`src/rtl/mem_access_ctrl_pkg.sv`:
```
// Shared types and constants for the memory access controller.
// Holds the power-state encoding and the macro wake-up length used by the FSM.
package mem_access_ctrl_pkg;

  typedef enum logic [1:0] {
    OFF  = 2'd0,
    WAKE = 2'd1,
    ON   = 2'd2
  } mem_ctrl_state_t;

  // The bank needs this many cycles with chip_en high before it accepts an access.
  localparam int MEM_WAKE_CYCLES = 1;
  localparam int WAKE_CW         = 2;

  function automatic logic addr_in_range(input logic [31:0] addr, input int depth);
    return addr < 32'(depth);
  endfunction

endpackage

```
`src/rtl/memory_interface.sv`:
```
// Single-bank memory link: write side carries chip_en, read side returns data.
// Bank-side modports let the bank model sit on the same instance as the initiator.
interface MemoryInterface #(
  parameter int ADDR_W = 10,
  parameter int DATA_W = 16
);

  logic              chip_en;
  logic              wr_en;
  logic [ADDR_W-1:0] wr_addr;
  logic [DATA_W-1:0] wr_data;
  logic              rd_en;
  logic [ADDR_W-1:0] rd_addr;
  logic [DATA_W-1:0] rd_data;

  modport write_bank_out (output wr_en, chip_en, wr_addr, wr_data);
  modport read_bank_out  (output rd_en, rd_addr, input rd_data);
  modport write_bank_in  (input wr_en, chip_en, wr_addr, wr_data);
  modport read_bank_in   (input rd_en, rd_addr, output rd_data);

endinterface

```
`src/rtl/mem_access_ctrl_idle_timer.sv`:
```
// mem_idle_timer: saturating idle counter; expired flags the last idle cycle before power-down.
// IDLE_TIMEOUT = 0 disables expiry entirely.
module mem_idle_timer #(
  parameter int IDLE_TIMEOUT = 8
) (
  input  logic clk,
  input  logic rst_n,
  input  logic clear,
  output logic expired
);

  localparam int CW = (IDLE_TIMEOUT < 2) ? 1 : $clog2(IDLE_TIMEOUT + 1);
  localparam logic [CW-1:0] LIMIT = CW'(IDLE_TIMEOUT);
  localparam logic [CW-1:0] LAST  = CW'((IDLE_TIMEOUT > 0) ? IDLE_TIMEOUT - 1 : 0);

  logic [CW-1:0] count;

  always_ff @(posedge clk or negedge rst_n) begin
    if (!rst_n) begin
      count <= '0;
    end else if (clear) begin
      count <= '0;
    end else if (count != LIMIT) begin
      count <= count + CW'(1);
    end
  end

  assign expired = (IDLE_TIMEOUT != 0) && (count == LAST);

endmodule

```
`src/rtl/mem_access_ctrl.sv`:
```
// Initiator for one memory bank: client valid/ready requests, registered read response, idle power gating.
// Optional address range checking with bounds_err output is enabled by MEM_ACCESS_CTRL_BOUNDS_CHECK_EN.
module mem_access_ctrl
  import mem_access_ctrl_pkg::*;
#(
  parameter  int DEPTH        = 1024,
  parameter  int DATA_W       = 16,
  parameter  int IDLE_TIMEOUT = 8,
  localparam int ADDR_W       = $clog2(DEPTH)
) (
  input  logic              clk,
  input  logic              rst_n,
  input  logic              req_valid,
  output logic              req_ready,
  input  logic              req_we,
  input  logic [ADDR_W-1:0] req_addr,
  input  logic [DATA_W-1:0] req_wdata,
  output logic              rsp_valid,
  output logic [DATA_W-1:0] rsp_data,
`ifdef MEM_ACCESS_CTRL_BOUNDS_CHECK_EN
  output logic              bounds_err,
`endif
  MemoryInterface.write_bank_out mem_write,
  MemoryInterface.read_bank_out  mem_read
);

  mem_ctrl_state_t      state;
  mem_ctrl_state_t      state_next;
  logic [WAKE_CW-1:0]   wake_cnt;
  logic                 handshake;
  logic                 addr_ok;
  logic                 do_write;
  logic                 do_read;
  logic                 idle_clear;
  logic                 idle_expired;

  assign req_ready = (state == ON);
  assign handshake = req_valid & req_ready;

`ifdef MEM_ACCESS_CTRL_BOUNDS_CHECK_EN
  assign addr_ok = addr_in_range(32'(req_addr), DEPTH);
`else
  assign addr_ok = 1'b1;
`endif

  assign do_write = handshake & req_we & addr_ok;
  assign do_read  = handshake & ~req_we & addr_ok;

  // Bank signals follow the accepted request combinationally and sit at zero otherwise.
  assign mem_write.chip_en = (state != OFF);
  assign mem_write.wr_en   = do_write;
  assign mem_write.wr_addr = do_write ? req_addr : '0;
  assign mem_write.wr_data = do_write ? req_wdata : '0;
  assign mem_read.rd_en    = do_read;
  assign mem_read.rd_addr  = do_read ? req_addr : '0;

  assign idle_clear = handshake | (state != ON);

  mem_idle_timer #(
    .IDLE_TIMEOUT (IDLE_TIMEOUT)
  ) u_idle_timer (
    .clk     (clk),
    .rst_n   (rst_n),
    .clear   (idle_clear),
    .expired (idle_expired)
  );

  always_ff @(posedge clk or negedge rst_n) begin
    if (!rst_n) begin
      state <= OFF;
    end else begin
      state <= state_next;
    end
  end

  always_ff @(posedge clk or negedge rst_n) begin
    if (!rst_n) begin
      wake_cnt <= '0;
    end else if (state == WAKE) begin
      wake_cnt <= wake_cnt + WAKE_CW'(1);
    end else begin
      wake_cnt <= '0;
    end
  end

  // A pending client request or an in-flight response keeps the bank powered.
  always_comb begin
    state_next = state;
    case (state)
      OFF: begin
        if (req_valid) state_next = WAKE;
      end
      WAKE: begin
        if (wake_cnt == WAKE_CW'(MEM_WAKE_CYCLES - 1)) state_next = ON;
      end
      ON: begin
        if (idle_expired && !req_valid && !rsp_valid) state_next = OFF;
      end
      default: state_next = OFF;
    endcase
  end

  always_ff @(posedge clk or negedge rst_n) begin
    if (!rst_n) begin
      rsp_valid <= 1'b0;
      rsp_data  <= '0;
    end else begin
      rsp_valid <= do_read;
      if (do_read) rsp_data <= mem_read.rd_data;
    end
  end

`ifdef MEM_ACCESS_CTRL_BOUNDS_CHECK_EN
  always_ff @(posedge clk or negedge rst_n) begin
    if (!rst_n) begin
      bounds_err <= 1'b0;
    end else begin
      bounds_err <= handshake & ~addr_ok;
    end
  end
`endif

  a_no_rw_overlap: assert property (@(posedge clk) disable iff (!rst_n)
    !(mem_write.wr_en && mem_read.rd_en));

  a_no_access_unpowered: assert property (@(posedge clk) disable iff (!rst_n)
    !((mem_write.wr_en || mem_read.rd_en) && !mem_write.chip_en));

  a_ready_only_on: assert property (@(posedge clk) disable iff (!rst_n)
    !(req_ready && (state != ON)));

endmodule

```
`src/flat_wrapper.sv`:
```
// flat-port wrapper written by rule: the top's interface ports become plain ports
module mem_access_ctrl_flat import mem_access_ctrl_pkg::*;
#(
  parameter  int DEPTH        = 1024,
  parameter  int DATA_W       = 16,
  parameter  int IDLE_TIMEOUT = 8,
  localparam int ADDR_W       = $clog2(DEPTH)
)
  (clk, rst_n, req_valid, req_ready, req_we, req_addr, req_wdata, rsp_valid, rsp_data, mem_write_wr_en, mem_write_chip_en, mem_write_wr_addr, mem_write_wr_data, mem_read_rd_en, mem_read_rd_addr, mem_read_rd_data);
  MemoryInterface #(.ADDR_W(($clog2(DEPTH))), .DATA_W(DATA_W)) mem_write_i ();
  MemoryInterface #(.ADDR_W(($clog2(DEPTH))), .DATA_W(DATA_W)) mem_read_i ();
  input  logic clk;
  input  logic rst_n;
  input  logic req_valid;
  output logic req_ready;
  input  logic req_we;
  input  logic [ADDR_W-1:0] req_addr;
  input  logic [DATA_W-1:0] req_wdata;
  output logic rsp_valid;
  output logic [DATA_W-1:0] rsp_data;
  output wire logic [$bits(mem_write_i.wr_en)-1:0] mem_write_wr_en;
  output wire logic [$bits(mem_write_i.chip_en)-1:0] mem_write_chip_en;
  output wire logic [$bits(mem_write_i.wr_addr)-1:0] mem_write_wr_addr;
  output wire logic [$bits(mem_write_i.wr_data)-1:0] mem_write_wr_data;
  output wire logic [$bits(mem_read_i.rd_en)-1:0] mem_read_rd_en;
  output wire logic [$bits(mem_read_i.rd_addr)-1:0] mem_read_rd_addr;
  input wire logic [$bits(mem_read_i.rd_data)-1:0] mem_read_rd_data;
  assign mem_write_wr_en = mem_write_i.wr_en;
  assign mem_write_chip_en = mem_write_i.chip_en;
  assign mem_write_wr_addr = mem_write_i.wr_addr;
  assign mem_write_wr_data = mem_write_i.wr_data;
  assign mem_read_rd_en = mem_read_i.rd_en;
  assign mem_read_rd_addr = mem_read_i.rd_addr;
  assign mem_read_i.rd_data = mem_read_rd_data;
  mem_access_ctrl #(.DEPTH(DEPTH), .DATA_W(DATA_W), .IDLE_TIMEOUT(IDLE_TIMEOUT)) u_core (.clk(clk), .rst_n(rst_n), .req_valid(req_valid), .req_ready(req_ready), .req_we(req_we), .req_addr(req_addr), .req_wdata(req_wdata), .rsp_valid(rsp_valid), .rsp_data(rsp_data), .mem_write(mem_write_i), .mem_read(mem_read_i));
endmodule
```
`config.mk`:
```
export PLATFORM = sky130hd
export DESIGN_NAME = mem_access_ctrl_flat
export DESIGN_NICKNAME = d
export VERILOG_FILES = /design/src/rtl/mem_access_ctrl_pkg.sv /design/src/rtl/memory_interface.sv /design/src/rtl/mem_access_ctrl_idle_timer.sv /design/src/rtl/mem_access_ctrl.sv /design/src/flat_wrapper.sv
export SDC_FILE = /design/constraint.sdc
export NUM_CORES = 1
export LEC_CHECK = 0
export CORE_UTILIZATION = 33
export DETAILED_ROUTE_END_ITERATION = 10
export GPL_TIMING_DRIVEN = 0
export MAX_ROUTING_LAYER = met4
export PLACE_DENSITY = 0.81
export SKIP_CTS_REPAIR_TIMING = 1
export SYNTH_ARGS = -nofsm -noshare
export SYNTH_HDL_FRONTEND = slang
export SYNTH_SLANG_ARGS = --single-unit
```
`constraint.sdc`:
```
create_clock -name clk -period 2.24 [get_ports clk]
set_input_delay 0.224 -clock clk [delete_from_list [all_inputs] [get_ports clk]]
set_output_delay 0.224 -clock clk [all_outputs]
set_load 0.03 [all_outputs]
```
---- Yosys cells after proc, flatten, opt, wreduce, memory -nomap -nowiden ----
Cells that the tools add are included.
W data, S select, Z words.
word-level totals
  register bits ........................... 25
  output and inout bits ................... 57
  word-level logic and storage cells ...... 39
cells by class
  add/sub/neg operators ................... 2
  eq/ne operators ......................... 8
  muxes and demuxes ....................... 10
  bitwise operators ....................... 5
  reduce and logical (&&, ||, !) cells .... 9
operators with widths
  operator               number
  $mux W10               2
  $mux W16               1
  $mux W2                4
  $mux W4                2
  $ne A2 B2 Y1 const B   4
  $pmux W2 S3            1
  $add A4 B1 Y4 const B  1
  $eq A4 B3 Y1 const B   1
  $logic_not A2 Y1       2
  $ne A4 B4 Y1 const B   1
  $reduce_bool A2 Y1     2
  $and A1 B1 Y1          3
  $reduce_and A3 Y1      1
  $add A2 B1 Y2 const B  1
  $eq A2 B1 Y1 const B   1
  $eq A2 B2 Y1 const B   1
  $logic_and A1 B1 Y1    2
  $logic_not A1 Y1       2
  $not A1 Y1             1
  $or A1 B1 Y1           1

---- Longest topological paths before layout ----
  word-level depth ........................ 5
  gate-level depth with buffers ........... 5

---- By module ----
A second synthesis with hierarchy kept.
unflattened totals
  cell total of the unflattened synthesis .. 118
  area total of the unflattened synthesis .. 1360.1 sq um
modules (own cells, without submodules)
  module           instances  cells each  area an instance (sq um)
  mem_access_ctrl  1          96          1133.6
  mem_idle_timer   1          22          226.5

---- Worst setup path after synthesis ----
No wires, ideal clock.
  kind .................................... reg-to-output
  start point ............................. register u_core.state[0]
  end point ............................... output port mem_read_rd_addr[0]
  arrival time ............................ 1.745 ns
  setup slack ............................. 0.271 ns
  stages on the path, launching flop included .. 5
  path buffers ............................ 1
  path through ............................ dfrtp_1 > nor2b_4 > nor3b_4 > buf_2 > and2_1
on the way
  word-level cells in the longest chain between the ends .. 4
ends and longest elaborated chain
  element                 RTL line               text
  from (decl)             mem_access_ctrl.sv:27  mem_ctrl_state_t state;
  from (signal assigned)  mem_access_ctrl.sv:72  state <= state_next;
  $eq A2 B2 Y1            mem_access_ctrl.sv:37  assign req_ready = (state == ON);
  via req_ready           flat_wrapper.sv:15     output logic req_ready;
  $and A1 B1 Y1           mem_access_ctrl.sv:38  assign handshake = req_valid & req_ready;
  $and A1 B1 Y1           mem_access_ctrl.sv:47  assign do_read = handshake & ~req_we & addr_ok;
  via mem_read_rd_en      flat_wrapper.sv:25     output wire logic [$bits(mem_read_i.rd_en)-1:0] mem_read_rd_en;
  $mux W10                mem_access_ctrl.sv:55  assign mem_read.rd_addr = do_read ? req_addr : '0;
  to (decl)               flat_wrapper.sv:26     output wire logic [$bits(mem_read_i.rd_addr)-1:0] mem_read_rd_addr;
The timed path passes the listed nets, and every way through them passes these cells.

---- Worst setup path after layout ----
  start point ............................. register u_core.state[0]
  end point ............................... output port mem_write_wr_data[13]
on the way
  word-level cells in the longest chain between the ends .. 4
ends and longest elaborated chain
  element        RTL line               text
  $eq A2 B2 Y1   mem_access_ctrl.sv:37
  $and A1 B1 Y1  mem_access_ctrl.sv:38
  $and A1 B1 Y1  mem_access_ctrl.sv:46  assign do_write = handshake & req_we & addr_ok;
  $mux W16       mem_access_ctrl.sv:53  assign mem_write.wr_data = do_write ? req_wdata : '0;
  to (decl)      flat_wrapper.sv:24     output wire logic [$bits(mem_write_i.wr_data)-1:0] mem_write_wr_data;
Every way passes these cells.

==> summary.md <==
| Metric | Value |
|---|---|
| Switching power | `0.960 mW` |
| ANT nets after route | `0` |
| Hold Path Class | `register to register` |
| GRT Residual Overflow | `0` |
| CP endpoint kind | `output pin` |
| Dpl cells | `265` |
| Layout overhead on the synthesized area | `96.1%` |
| R2r endpoint | `u_core.rsp_data[7]$_DFFE_PN0P_` |
| Hold_sp | `u_core.state[1]$_DFFE_PN0P_` |
| Share of layout cells above drive strength 1 | `about 14%` |
| CP cell instances | `nor2b_4 > and3_2 > clkbuf_2 > and2_1 > dlymetal6s2s_1` |
| I/O pin cnt | `103` |
| Nets@finish | `273` |
| Die ar. | `between 4000 and 5000 sq um` |
| Final cell count without fillers | `271` |
| Clk_lat worst skew | `0.26 ns` |
| Library cells used by synthesis | `24` |
| CTS buffer count | `3` |
| Setup WS pre-CTS | `-0.342 ns` |
| MaxCap Viol Count | `0` |
| Setup WS post-layout | `0.192 ns` |
| Largest family of logic cells by synthesized area | `simple AND/OR/NAND/NOR gates` |
| Startpoint Class | `register` |
| PortBufs | `102` |
| Worst slew pin tran | `1.13 ns` |
| Root Buffer | `clkbuf_8` |
| Placeable core area | `3720 sq um` |
| Syn Nets | `164` |
| H-tree depth | `1` |
| Vias per std cell | `4.56` |
| Internal | `approximately 1.4 mW` |
| Die span in x | `roughly 65 microns` |
| Net Sw Frac | `40.2%` |
| Max stage delay on crit path | `0.44 ns` |
| Mux cell area share after synthesis | `15.6%` |
| Pwr Density | `943 nW/um^2` |
| Pre-antenna DRT Iters | `4` |
| Crit path kind | `register to output pin` |
| DRC viols | `0` |
| Rel. slew slack | `approximately a quarter` |
| Post-synthesis xor/xnor area fraction | `around 1.4%` |
| Status | `complete, no violations` |
| CP Launch Point | `u_core.state[0]$_DFFE_PN0P_` |
| CP Capture Point | `mem_write_wr_data[13]` |
| Skew final | `0.000905 ns` |
| Clock share of power | `10.9%` |
| WP depth | `5` |
| Crit path required time | `2.02 ns` |
| Register clock-pin slew on the reported worst setup and hold paths | `about 0.08 ns` |
| Post-DP HPWL | `2850 microns` |
| Via count | `1,235` |
| Number of cells produced by synthesis | `115` |
| Crit Path Max Fanout | `10` |
| Syn Area/Cell | `11.2 sq um` |
| Design Area, Final | `2530 sq um` |
| Mapped Area | `1290 sq um` |
| Worst Hold Depth | `1` |
| Reg2reg path depth | `5` |
| ANT cells | `0` |
| Total wire length | `roughly 3700 microns` |
| Leak | `1.70 nW` |
| Critical R2R Launch | `u_core.state[0]$_DFFE_PN0P_` |
| Setup-failing EPs final | `0` |
| Post-Synth Simple-Gate Area | `26.8%` |
| Routed WL per cell | `approximately 14 microns` |
| Combinational Power Share | `58.3%` |
| Die height | `64.6 microns` |
| Ys flop type | `dfrtp_1` |
| Final Critical Period | `about 2.0 ns` |
| First-pass GRT wire length | `5660 microns` |
| Placer Congestion | `0.740` |
| Flop2flop setup slack | `0.65 ns` |
| Slowest-stage cell, CP | `dfrtp_1` |
| Post-synthesis compound-gate area fraction | `1.26%` |
| Yosys warning total | `0` |
| VDD IR-drop max | `0.444 mV` |
| Post-synthesis sequential area ratio | `48.4%` |
| Flops & latches, synth | `25` |
| Tcrit/Tclk final | `between 90% and 100%` |
| CTS Sinks | `25` |
| CTS Buffer Depth | `2` |
| FMAX | `0.488 GHz` |
| Initial drt markers | `between 60 and 70` |
| Pins Over Slew Limit | `0` |
| Initial antenna violation count | `0` |
| Buf/Inv on CP | `2` |
| Data arrival, critical path | `~1.8 ns` |
| Largest net degree at the start of global routing | `26` |
| Vias in the first global route | `1,257` |
| Post-synth EDFFs | `0` |
| Crit-path leading delay family | `simple AND/OR/NAND/NOR gates` |
| All-layer global routing usage | `between 10% and 20%` |
| Cell Rows | `22` |
| Synth Area in Adders | `just under 3%` |
| Synth async-reset ratio | `100%` |
| Final hold vios | `0` |
| Initial core utilization | `34.8%` |
| CTS tree | `done` |
| Sequential power share | `30.8%` |
| Placed cell areas | `2370 sq um` |
| RSZ-0062 raised after global routing | `no` |
sequential cells by signal, summed over array words and instances, names as in the netlist:
register,count
u_core.rsp_data,16
u_core.rsp_valid,1
u_core.state,2
u_core.u_idle_timer.count,4
u_core.wake_cnt,2
cells in the final DEF (no fill, tap or decap):
cell and count:
nand3b_1 2, mux2_2 17, clkbuf_1 1, nor2b_4 1, buf_2 2, xor2_1 1
buf_6 1, and2_1 38, dlymetal6s2s_1 38, nand2b_1 1, clkbuf_2 1, clkdlybuf4s50_1 64
nor4b_1 1, dfrtp_1 25, nor3b_4 1, clkbuf_8 3, a21oi_1 2, inv_1 5
xnor2_1 1, buf_4 3, nand3_1 1, mux2i_1 1, and3_2 1, nor2b_1 1
a31oi_1 1, nand2_1 2, nor2_1 4, or2_2 1, ha_1 3
layer usage:
metal / track usage (%) / vias to the layer above / wire [microns]
met2: 31.6 / 61 / 1960
li1: - / 587 / -
met4: 5.83 / 0 / 36
met5: - / - / 0
met1: 21.2 / 585 / 1430
met3: 4.23 / 2 / 304
worst min-delay path by stage:
stage | to | slack (ns)
5_1_grt | u_core.state[0]$_DFFE_PN0P_ | 0.51
4_1_cts | u_core.state[0]$_DFFE_PN0P_ | 0.47
3_3_place_gp | u_core.state[0]$_DFFE_PN0P_ | 0.46
3_5_place_dp | u_core.state[0]$_DFFE_PN0P_ | 0.46
6_report | u_core.state[0]$_DFFE_PN0P_ | 0.48
2_1_floorplan | u_core.rsp_data[0]$_DFFE_PN0P_ | -0.07
power by group through the flow:
stage          Combinational [mW]  Clock, mW  Sequential, mW
3_5_place_dp                 1.40          0           0.748
6_report                     1.39      0.261           0.736
2_1_floorplan               0.498          0            1.04
4_1_cts                      1.41      0.270           0.739
3_3_place_gp                 1.39          0           0.742
5_1_grt                      1.47      0.293           0.762
stage by stage:
step	setup TNS [ns]	power, mW	hold WS (ns)	util (%)
4_1_cts	-14.76	2.42	0.475	65.1
5_1_grt	0	2.52	0.507	68.2
6_report	0	2.39	0.481	68.2
3_3_place_gp	-8.39	2.13	0.460	63.9
2_1_floorplan	0	1.54	-0.0716	-
3_5_place_dp	-9.32	2.15	0.456	63.9
cells in the mapped netlist (all sizes together) (2+ instances only):
| master | number | area [sq um] |
|---|---|---|
| and2 | 38 | 238 |
| dfrtp | 25 | 626 |
| mux2 | 17 | 191 |
| inv | 5 | 18.8 |
| nor2 | 4 | 15.0 |
| buf | 3 | 21.3 |
| ha | 3 | 37.5 |
| a21oi | 2 | 10.0 |
| clkbuf | 2 | 7.51 |
| nand2 | 2 | 7.51 |
| nand3b | 2 | 15.0 |
| nor2b | 2 | 20.0 |
cells by family (layout without fill, tap and decap cells):
family          Yosys count  after routing
simple gates             54             54
buf+inv                  10            118
mux                      18             18
fa+ha+maj                 3              3
xor+xnor                  2              2
compound gates            3              3
flops                    25             25
final cells by class:
cell class | count | area, sq um
plain buffers | 4 | 26.3
inverters | 5 | 18.8
well taps | 48 | 60.1
repair buffers | 105 | 1140
multi-input cells | 80 | 621
fillers | 271 | 1180
flip-flops and latches | 25 | 626
clock buffers | 4 | 45.0
Power figures use the tool's default switching activity.
